==> config.mk <==
export PLATFORM = sky130hd
export DESIGN_NAME = alu_sequencer
export DESIGN_NICKNAME = d
export VERILOG_FILES = /design/src/rtl/alu_sequencer_pkg.sv /design/src/rtl/alu_sequencer_fifo.sv /design/src/rtl/alu_sequencer.sv
export SDC_FILE = /design/constraint.sdc
export NUM_CORES = 1
export LEC_CHECK = 0
export CAP_MARGIN = 15
export CORE_UTILIZATION = 45
export DETAILED_ROUTE_END_ITERATION = 8
export MAX_ROUTING_LAYER = met4
export PLACE_DENSITY = 0.75
export SLEW_MARGIN = 20
export SYNTH_ARGS = -nofsm -noshare
export SYNTH_HDL_FRONTEND = slang
export SYNTH_HIERARCHICAL = 1
export SYNTH_SLANG_ARGS = --single-unit
==> constraint.sdc <==
create_clock -name clk -period 3.5 [get_ports clk]
set_input_delay 0.525 -clock clk [delete_from_list [all_inputs] [get_ports clk]]
set_output_delay 0.525 -clock clk [all_outputs]
set_load 0.02 [all_outputs]
==> src/rtl/alu_sequencer_pkg.sv <==
// Shared ALU operation codes, request entry layout and legal-code check
// for the ALU sequencer and its request FIFO.
package alu_sequencer_pkg;

    localparam int REQ_DATA_W = 32;
    localparam int REQ_TAG_W  = 4;

    typedef enum logic [3:0] {
        OP_ADD = 4'h0,
        OP_SUB = 4'h1,
        OP_MUL = 4'h2,
        OP_OR  = 4'h3,
        OP_NOT = 4'h4,
        OP_XOR = 4'h5,
        OP_AND = 4'h6
    } alu_op_e;

    typedef struct packed {
        logic [3:0]            operation;
        logic [REQ_DATA_W-1:0] operand0;
        logic [REQ_DATA_W-1:0] operand1;
        logic [REQ_TAG_W-1:0]  tag;
    } alu_req_t;

    function automatic logic is_legal_op(input logic [3:0] op);
        logic legal;
        legal = 1'b0;
        case (op)
            OP_ADD, OP_SUB, OP_MUL, OP_OR, OP_NOT, OP_XOR, OP_AND: legal = 1'b1;
            default: legal = 1'b0;
        endcase
        return legal;
    endfunction

endpackage

==> src/rtl/alu_sequencer_fifo.sv <==
// Synchronous request FIFO with occupancy count; the parent never pushes
// when full nor pops when empty.
module alu_request_fifo
    import alu_sequencer_pkg::*;
#(
    parameter int DEPTH = 4
)(
    input  logic                     clk,
    input  logic                     reset,
    input  logic                     push_i,
    input  alu_req_t                 push_data_i,
    input  logic                     pop_i,
    output alu_req_t                 head_o,
    output logic                     full_o,
    output logic                     empty_o,
    output logic [$clog2(DEPTH):0]   count_o
);

    localparam int PW = $clog2(DEPTH);
    localparam int CW = PW + 1;

    alu_req_t        mem_q [DEPTH];
    logic [PW-1:0]   wr_ptr_q;
    logic [PW-1:0]   rd_ptr_q;
    logic [CW-1:0]   count_q;

    always_ff @(posedge clk) begin
        if (push_i) begin
            mem_q[wr_ptr_q] <= push_data_i;
        end
    end

    // Power-of-two depth lets the pointers wrap by natural overflow.
    always_ff @(posedge clk) begin
        if (reset) begin
            wr_ptr_q <= '0;
            rd_ptr_q <= '0;
            count_q  <= '0;
        end else begin
            if (push_i) wr_ptr_q <= wr_ptr_q + PW'(1);
            if (pop_i)  rd_ptr_q <= rd_ptr_q + PW'(1);
            case ({push_i, pop_i})
                2'b10:   count_q <= count_q + CW'(1);
                2'b01:   count_q <= count_q - CW'(1);
                default: count_q <= count_q;
            endcase
        end
    end

    assign head_o  = mem_q[rd_ptr_q];
    assign full_o  = (count_q == CW'(DEPTH));
    assign empty_o = (count_q == '0);
    assign count_o = count_q;

endmodule

==> src/rtl/alu_sequencer.sv <==
// Request FIFO -> registered ALU issue stage -> registered response stage,
// returning tagged ALU results strictly in order.
module alu_sequencer
    import alu_sequencer_pkg::*;
#(
    parameter int DATA_WIDTH = 32,
    parameter int TAG_WIDTH  = 4,
    parameter int DEPTH      = 4
)(
    input  logic                    clk,
    input  logic                    reset,
    input  logic                    req_valid,
    output logic                    req_ready,
    input  logic [3:0]              req_operation,
    input  logic [DATA_WIDTH-1:0]   req_operand0,
    input  logic [DATA_WIDTH-1:0]   req_operand1,
    input  logic [TAG_WIDTH-1:0]    req_tag,
    output logic [3:0]              alu_operation,
    output logic [DATA_WIDTH-1:0]   alu_operand0,
    output logic [DATA_WIDTH-1:0]   alu_operand1,
    input  logic [DATA_WIDTH-1:0]   alu_dest,
    output logic                    resp_valid,
    input  logic                    resp_ready,
    output logic [DATA_WIDTH-1:0]   resp_result,
    output logic [TAG_WIDTH-1:0]    resp_tag,
    output logic                    resp_error,
    output logic [$clog2(DEPTH):0]  count,
    output logic                    busy
);

    alu_req_t push_entry;
    alu_req_t head;
    logic     fifo_push, fifo_pop, fifo_full, fifo_empty;
    logic     issue_adv;

    logic                  issue_valid_q, issue_valid_d;
    logic [3:0]            alu_operation_q, alu_operation_d;
    logic [DATA_WIDTH-1:0] alu_operand0_q, alu_operand0_d;
    logic [DATA_WIDTH-1:0] alu_operand1_q, alu_operand1_d;
    logic [TAG_WIDTH-1:0]  issue_tag_q, issue_tag_d;
    logic                  issue_err_q, issue_err_d;
    logic                  resp_valid_q, resp_valid_d;
    logic [DATA_WIDTH-1:0] resp_result_q, resp_result_d;
    logic [TAG_WIDTH-1:0]  resp_tag_q, resp_tag_d;
    logic                  resp_error_q, resp_error_d;

    assign req_ready = !fifo_full && !reset;
    assign fifo_push = req_valid && req_ready;

    assign push_entry.operation = req_operation;
    assign push_entry.operand0  = req_operand0;
    assign push_entry.operand1  = req_operand1;
    assign push_entry.tag       = req_tag;

    alu_request_fifo #(.DEPTH(DEPTH)) u_fifo (
        .clk         (clk),
        .reset       (reset),
        .push_i      (fifo_push),
        .push_data_i (push_entry),
        .pop_i       (fifo_pop),
        .head_o      (head),
        .full_o      (fifo_full),
        .empty_o     (fifo_empty),
        .count_o     (count)
    );

    always_comb begin
        issue_adv       = issue_valid_q && (!resp_valid_q || resp_ready);
        fifo_pop        = !fifo_empty && (!issue_valid_q || issue_adv);

        issue_valid_d   = issue_valid_q;
        alu_operation_d = alu_operation_q;
        alu_operand0_d  = alu_operand0_q;
        alu_operand1_d  = alu_operand1_q;
        issue_tag_d     = issue_tag_q;
        issue_err_d     = issue_err_q;
        resp_valid_d    = resp_valid_q;
        resp_result_d   = resp_result_q;
        resp_tag_d      = resp_tag_q;
        resp_error_d    = resp_error_q;

        // Illegal codes are replaced by a harmless ADD 0+0 so the ALU never sees them.
        if (fifo_pop) begin
            issue_valid_d = 1'b1;
            issue_tag_d   = head.tag;
            issue_err_d   = !is_legal_op(head.operation);
            if (is_legal_op(head.operation)) begin
                alu_operation_d = head.operation;
                alu_operand0_d  = head.operand0;
                alu_operand1_d  = head.operand1;
            end else begin
                alu_operation_d = OP_ADD;
                alu_operand0_d  = '0;
                alu_operand1_d  = '0;
            end
        end else if (issue_adv) begin
            issue_valid_d = 1'b0;
        end

        if (issue_adv) begin
            resp_valid_d  = 1'b1;
            resp_result_d = issue_err_q ? '0 : alu_dest;
            resp_tag_d    = issue_tag_q;
            resp_error_d  = issue_err_q;
        end else if (resp_ready) begin
            resp_valid_d  = 1'b0;
        end
    end

    always_ff @(posedge clk) begin
        if (reset) begin
            issue_valid_q   <= 1'b0;
            alu_operation_q <= '0;
            alu_operand0_q  <= '0;
            alu_operand1_q  <= '0;
            issue_tag_q     <= '0;
            issue_err_q     <= 1'b0;
            resp_valid_q    <= 1'b0;
            resp_result_q   <= '0;
            resp_tag_q      <= '0;
            resp_error_q    <= 1'b0;
        end else begin
            issue_valid_q   <= issue_valid_d;
            alu_operation_q <= alu_operation_d;
            alu_operand0_q  <= alu_operand0_d;
            alu_operand1_q  <= alu_operand1_d;
            issue_tag_q     <= issue_tag_d;
            issue_err_q     <= issue_err_d;
            resp_valid_q    <= resp_valid_d;
            resp_result_q   <= resp_result_d;
            resp_tag_q      <= resp_tag_d;
            resp_error_q    <= resp_error_d;
        end
    end

    assign alu_operation = alu_operation_q;
    assign alu_operand0  = alu_operand0_q;
    assign alu_operand1  = alu_operand1_q;
    assign resp_valid    = resp_valid_q;
    assign resp_result   = resp_result_q;
    assign resp_tag      = resp_tag_q;
    assign resp_error    = resp_error_q;
    assign busy          = (count != '0) || issue_valid_q || resp_valid_q;

endmodule

# Yosys cells after proc, flatten, opt, wreduce, memory -nomap -nowiden
# Memory sizes are Yosys's and may differ from the RTL's. A register that Yosys moved wholly into a read port is not among the register bits.
# Index checks and enable logic that the tools add are counted.
[classes]
n_addsub = 4
mul = 0
n_div = 0
magnitude_cmp = 0
eq_ne = 9
shifts = 0
mux = 15
bitwise = 0
n_reduce_logical = 21
[ops]
columns = ["operator", "count"]
rows = [
  ["32-bit 2-to-1 mux", 3],
  ["4-bit by 3-bit equality test with 1-bit output (second input constant)", 3],
  ["4-bit by 2-bit equality test with 1-bit output (second input constant)", 2],
  ["1-bit 2-to-1 mux", 8],
  ["7-bit OR reduction", 1],
  ["1-bit logical NOT", 6],
  ["3-bit case mux with 2 select lines", 1],
  ["2-bit nonzero test", 3],
  ["2-bit by 1-bit adder with 2-bit output (second input constant)", 2],
  ["4-bit by 1-bit equality test with 1-bit output (second input constant)", 1],
  ["1-bit logical AND", 4],
  ["4-bit logical NOT", 1],
  ["1-bit logical OR", 4],
  ["2-bit 2-to-1 mux", 2],
  ["4-bit 2-to-1 mux", 1],
  ["3-bit by 1-bit adder with 3-bit output (second input constant)", 1],
  ["3-bit equality test (second input constant)", 1],
  ["3-bit logical NOT", 1],
  ["3-bit nonzero test", 1],
  ["3-bit by 1-bit subtractor with 3-bit output (second input constant)", 1],
  ["2-bit by 1-bit equality test with 1-bit output (second input constant)", 1],
  ["2-bit equality test (second input constant)", 1],
]
[word_totals]
reg_bits = 119
latch_bits = 0
ram_bits = 288
mem_bits_ro = 0
inputBits = 108
output_inout_bits = 111
elab_cells = 63
mem_count = 1
[memory_table]
columns = ["memory", "words", "word_bits", "rd", "rd_clocked_by_memory_dff", "write_ports", "line", "text"]
rows = [
  ["u_fifo.mem_q", 4, 72, 1, 1, 1, "alu_sequencer_fifo.sv:22", "alu_req_t mem_q [DEPTH];"],
]

# Longest topological paths before layout
[depth]
word_depth = 7
ltp_mapped = 11
mapped_depth_nobuf = 11

# Hierarchy
# The synthesis kept the hierarchy.
[modules_own_cells]
columns = ["module", "n_inst", "cells_per_inst", "area_per_inst_um2", "seq_area_each_um2"]
rows = [
  ["alu_request_fifo", 1, 423, 10901.7, 8828.5],
  ["alu_sequencer", 1, 501, 4719.5, 2242.2],
]

# Worst setup path before layout
# No wires, ideal clock.
[synth_timing]
path_kind = "input to register"
startpoint = "input reset"
endpoint = "memory u_fifo/mem_q[0][0] (netlist name), enable pin"
setup_time_ns = 0.438
t_arrival_ns = 3.200
required_ns = 3.062
setup_slack_ns = -0.137
stages = 5
path_buffers = 2
path_cell_list = "buf_4 clkbuf_1 nor2_1 and2_1 and2_1"
[synth_between]
elab_chain_len = 5
[synth_rtl]
columns = ["item", "line", "text"]
rows = [
  ["start: declaration", "alu_sequencer.sv:11", "input logic reset,"],
  ["1-bit logical NOT", "alu_sequencer.sv:47", "assign req_ready = !fifo_full && !reset;"],
  ["1-bit logical AND", "alu_sequencer.sv:47", ""],
  ["net req_ready", "alu_sequencer.sv:13", "output logic req_ready,"],
  ["1-bit logical AND", "alu_sequencer.sv:48", "assign fifo_push = req_valid && req_ready;"],
  ["net fifo_push", "alu_sequencer.sv:33", "logic fifo_push, fifo_pop, fifo_full, fifo_empty;"],
  ["1-bit 2-to-1 mux", "alu_sequencer_fifo.sv:28", "if (push_i) begin"],
  ["1-bit 2-to-1 mux (not written as such)", "alu_sequencer_fifo.sv:29", "mem_q[wr_ptr_q] <= push_data_i;"],
  ["end: declaration", "alu_sequencer_fifo.sv:22", ""],
]
# The timed path passes the listed nets, and every way through them passes these cells.

# Worst setup path in the final report
[layout_timing]
startpoint = "register u_fifo.count_q[0] (netlist: u_fifo/count_o[0])"
endpoint = "output req_ready"
[layout_between]
elab_chain_len = 3
[layout_rtl]
columns = ["item", "line", "text"]
rows = [
  ["start: declaration", "alu_sequencer_fifo.sv:25", "logic [CW-1:0] count_q;"],
  ["start signal: assignment", "alu_sequencer_fifo.sv:43", "2'b10: count_q <= count_q + CW'(1);"],
  ["start signal: assignment", "alu_sequencer_fifo.sv:44", "2'b01: count_q <= count_q - CW'(1);"],
  ["start signal: assignment", "alu_sequencer_fifo.sv:45", "default: count_q <= count_q;"],
  ["3-bit equality test", "alu_sequencer_fifo.sv:51", "assign full_o = (count_q == CW'(DEPTH));"],
  ["net fifo_full", "alu_sequencer.sv:33", ""],
  ["1-bit logical NOT", "alu_sequencer.sv:47", ""],
  ["1-bit logical AND", "alu_sequencer.sv:47", ""],
  ["end: declaration", "alu_sequencer.sv:13", ""],
]
# The timed path passes the listed nets, and every way through them passes these cells.

==> metrics.yaml <==
grt:
  grt_max_degree: 76
  grt_pass1_wl_mm: 50.3
  overflow: 0
  grt_use_total_pct: 18.9
  grt_pass1_vias: 8975
  antenna_found_initial: 0
power:
  p_int_uw: 10200
  p_sw_share_pct: 29.5
  p_switching_uw: 4260
  power.density_mw_per_mm2: 739
  clock_power_share_pct: 29.3
  comb_power_share_pct: 28.7
  pwr-share-seq_pct: 42.0
  p_leak_uw: 0.00638
  ir_drop_mv: 0.662
worst_setup_path:
  worstPathArrival_ps: 1930
  r2r_end: "u_fifo/mem_q[3][29]"
  endpoint: "req_ready"
  crit_path_start: "u_fifo/count_o[0]"
  crit_path_cell_trace: "inv_1, and3_1, nor2_1, clkdlybuf4s50_1"
  r2r_setup_slack_ps: 1170
  crit_buf_inv: 2
  cp_slowest_stage_delay_ps: 640
  path_delay_family: "buffers and inverters"
  reg2regPathDepth: 6
  critPathMaxFanout: 5
  start_kind: "flop"
  required_ps: 2970
  critPathKind: "reg2out"
  crit_slowest_cell: "clkdlybuf4s50_1"
  path_depth: 4
  crit-reg2reg-launch: "u_fifo/count_o[0]"
  endpoint_kind: "primary output"
drt:
  routed_via_density: 5.31
  vias: 8615
  wirelength_mm: 32.4
  first_iter_violations: 471
  drc: 0
  drt_first_pass_iters: 5
  routedWlPerCell_microns: 20.0
  ant_nets: 0
floorplan:
  core-area_sq_mm: 0.0339
  rows: 67
  initial_core_util_pct: 46.1
  die_h_microns: 188
  ios: 219
  die_w_microns: 188
  die_area_sq_mm: 0.0355
synthesis:
  synthTopCellsByArea: "edfxtp_1 (55%), dfxtp_1 (16%), mux4_2 (10%)"
  yosysWarningCount: 6
  synth.distinct_cells: 35
  synth_compound_area_share_pct: 2.85
  synthAdderAreaFrac_pct: 0.529
  yosysTopAreaCell: "edfxtp_1"
  yosysSeqAreaShare_pct: 70.9
  synth_xor_area_share_pct: 0.280
  synth_nets: 1038
  netlist.area_leader.share_pct: 55.4
  synth_top_family_by_area: "multiplexers"
  syn_inst: 924
  syn_area_sq_mm: 0.0156
  synth_mux_area_share_pct: 15.0
  synth-seq-cells: 409
  yosys.area_share.simple_pct: 7.38
  syn_area_per_cell_sq_um: 16.9
sta:
  setup_violations: 0
  hold_violations: 0
  setup_tns_ps: 0
  fin_crit_sh_pct: 70.1
  worst_slew_pin_slew_ps: 950
  drv_slew: 0
  period_minus_slack_ps: 2450
  clock_skew_ps: 22.4
  rsz0062_at_grt: "false"
  slew_headroom_pct: 36.6
  max_freq_mhz: 408
clocking:
  cts_root_buf: "clkbuf_16"
  cts-resized-gates: 0
  cts_made_buffers: 41
  cts_tree: "yes"
  post-cts-setup-buffer-count: 0
  clk-insertion-delay-late_ps: 540
  clkSinkCount: 409
  htreeDepth: 2
  cts_hold_buf: 0
  path_clk_slew_ps: 60
  clockBufferDepth: 3
status:
  status: "complete, no violations"
finish:
  drive_gt1_share_pct: 14.0
  area_growth_pct: 25.0
  num_antenna_cells: 0
  post-route-util_pct: 57.6
  fill_cells: 2599
  num-nets-final: 1257
worst_hold_path:
  hold_class: "reg2reg"
  hp-start: "alu_operand0[8]"
placement:
  port-buffer-count: 218
  hpwl_mm: 19.0
  place_congestion: 0.842
job:
  drv_cap: 0
-- stage by stage --
stage | hold WS [ps] | power, uW | cell area [sq um] | cells | worst slack (ps)
floorplan | 444 | 9090 | 15600 | 924 | 638
global placement | 459 | 10300 | 18200 | 1548 | 837
detailed placement | 463 | 10400 | 18200 | 1548 | 836
CTS | 473 | 14600 | 19500 | 1623 | 1020
global route | 488 | 15100 | 19500 | 1623 | 926
finish | 471 | 14400 | 19500 | 1623 | 1050
-- logic make-up after synthesis --
| family | Yosys count |
|---|---|
| flops | 409 |
| compound gates | 84 |
| mux | 144 |
| fa+ha+maj | 6 |
| buf+inv | 72 |
| simple gates | 204 |
| xor+xnor | 5 |
-- layout make-up --
cell class / instances / area (sq um) / area share (%)
inverter: 8 / 30.0 / 0.154
tap: 448 / 561 / 2.87
clock inverter: 17 / 160 / 0.820
multi-input combinational: 443 / 4100 / 21.0
sequential: 409 / 11100 / 56.7
clock buffer: 58 / 1150 / 5.89
timing repair buffer: 240 / 2440 / 12.5
-- registers in the layout (all words and copies together), names as in the netlist, named ones only --
signal / cells
alu_operand0: 32
alu_operand1: 32
alu_operation: 4
issue_err_q: 1
issue_tag_q: 4
issue_valid_q: 1
resp_error: 1
resp_result: 32
resp_tag: 4
resp_valid: 1
u_fifo/count_o: 3
u_fifo/mem_q: 288
u_fifo/rd_ptr_q: 2
u_fifo/wr_ptr_q: 2
-- cells in the mapped netlist --
master / number
edfxtp_1: 288
dfxtp_1: 121
nand2b_1: 76
mux2i_1: 72
mux4_2: 70
nand2_1: 69
a21oi_1: 43
o21ai_1: 37
nand4b_1: 32
clkbuf_1: 23
buf_2: 20
nor2_1: 10
buf_4: 8
buf_12: 7
inv_1: 7
and2_1: 5
buf_6: 5
ha_1: 5
nand3_1: 5
xor2_1: 3
mux4_1: 2
nor3_1: 2
xnor2_1: 2
a211oi_1: 1
a311oi_4: 1
a31oi_1: 1
and3_1: 1
buf_1: 1
fa_1: 1
inv_2: 1
nand3b_1: 1
nor2b_1: 1
nor3b_1: 1
o21ai_0: 1
or3_1: 1
-- cell usage in the layout (no fill, tap or decap), types with 3 or more instances in the layout --
cell type        count
edfxtp_1           288
clkdlybuf4s50_1    217
dfxtp_1            119
nand2b_1            76
mux2i_1             72
mux4_2              70
nand2_1             69
a21oi_1             42
clkbuf_16           41
o21ai_1             37
nand4b_1            32
buf_4               15
clkbuf_1            11
nor2_1              10
buf_12               8
inv_1                7
clkinv_2             7
clkbuf_8             6
nand3_1              5
ha_1                 5
and2_4               4
clkinv_1             3
xor2_1               3
-- routing by layer --
layer | vias up | part of all wire [%] | global-route usage, %
li1 | 3943 | - | -
met1 | 4316 | 42 | 23.4
met2 | 296 | 49 | 31.7
met3 | 60 | 6.7 | 3.71
met4 | 0 | 2.1 | 5.09
met5 | - | 0 | -
-- how the worst min path moves through the flow --
stage	to	slack [ps]	depth (start not counted)
floorplan	resp_tag[3]	440	2
global placement	alu_operand1[20]	460	2
detailed placement	issue_tag_q[3]	460	2
CTS	alu_operand0[7]	470	2
global route	alu_operand0[8]	490	2
finish	alu_operand0[8]	470	2
-- tightest hold or removal path, delay by kind of cell (launching register included) --
| family | cells | cell delay, ps |
|---|---|---|
| multiplexers | 1 | 50 |
| AND/OR/NAND/NOR | 1 | 60 |
| flip-flops | 1 | 310 |
-- power by group through the flow --
stage / Sequential [uW] / Clock (uW) / Combinational, uW
final: 6070 / 4230 / 4130
after global routing: 6130 / 4530 / 4440
after CTS: 6070 / 4330 / 4200
after detailed placement: 6160 / 0 / 4190
after global placement: 6150 / 0 / 4140
after floorplan: 6370 / 0 / 2720
Power figures use the tool's default switching activity.
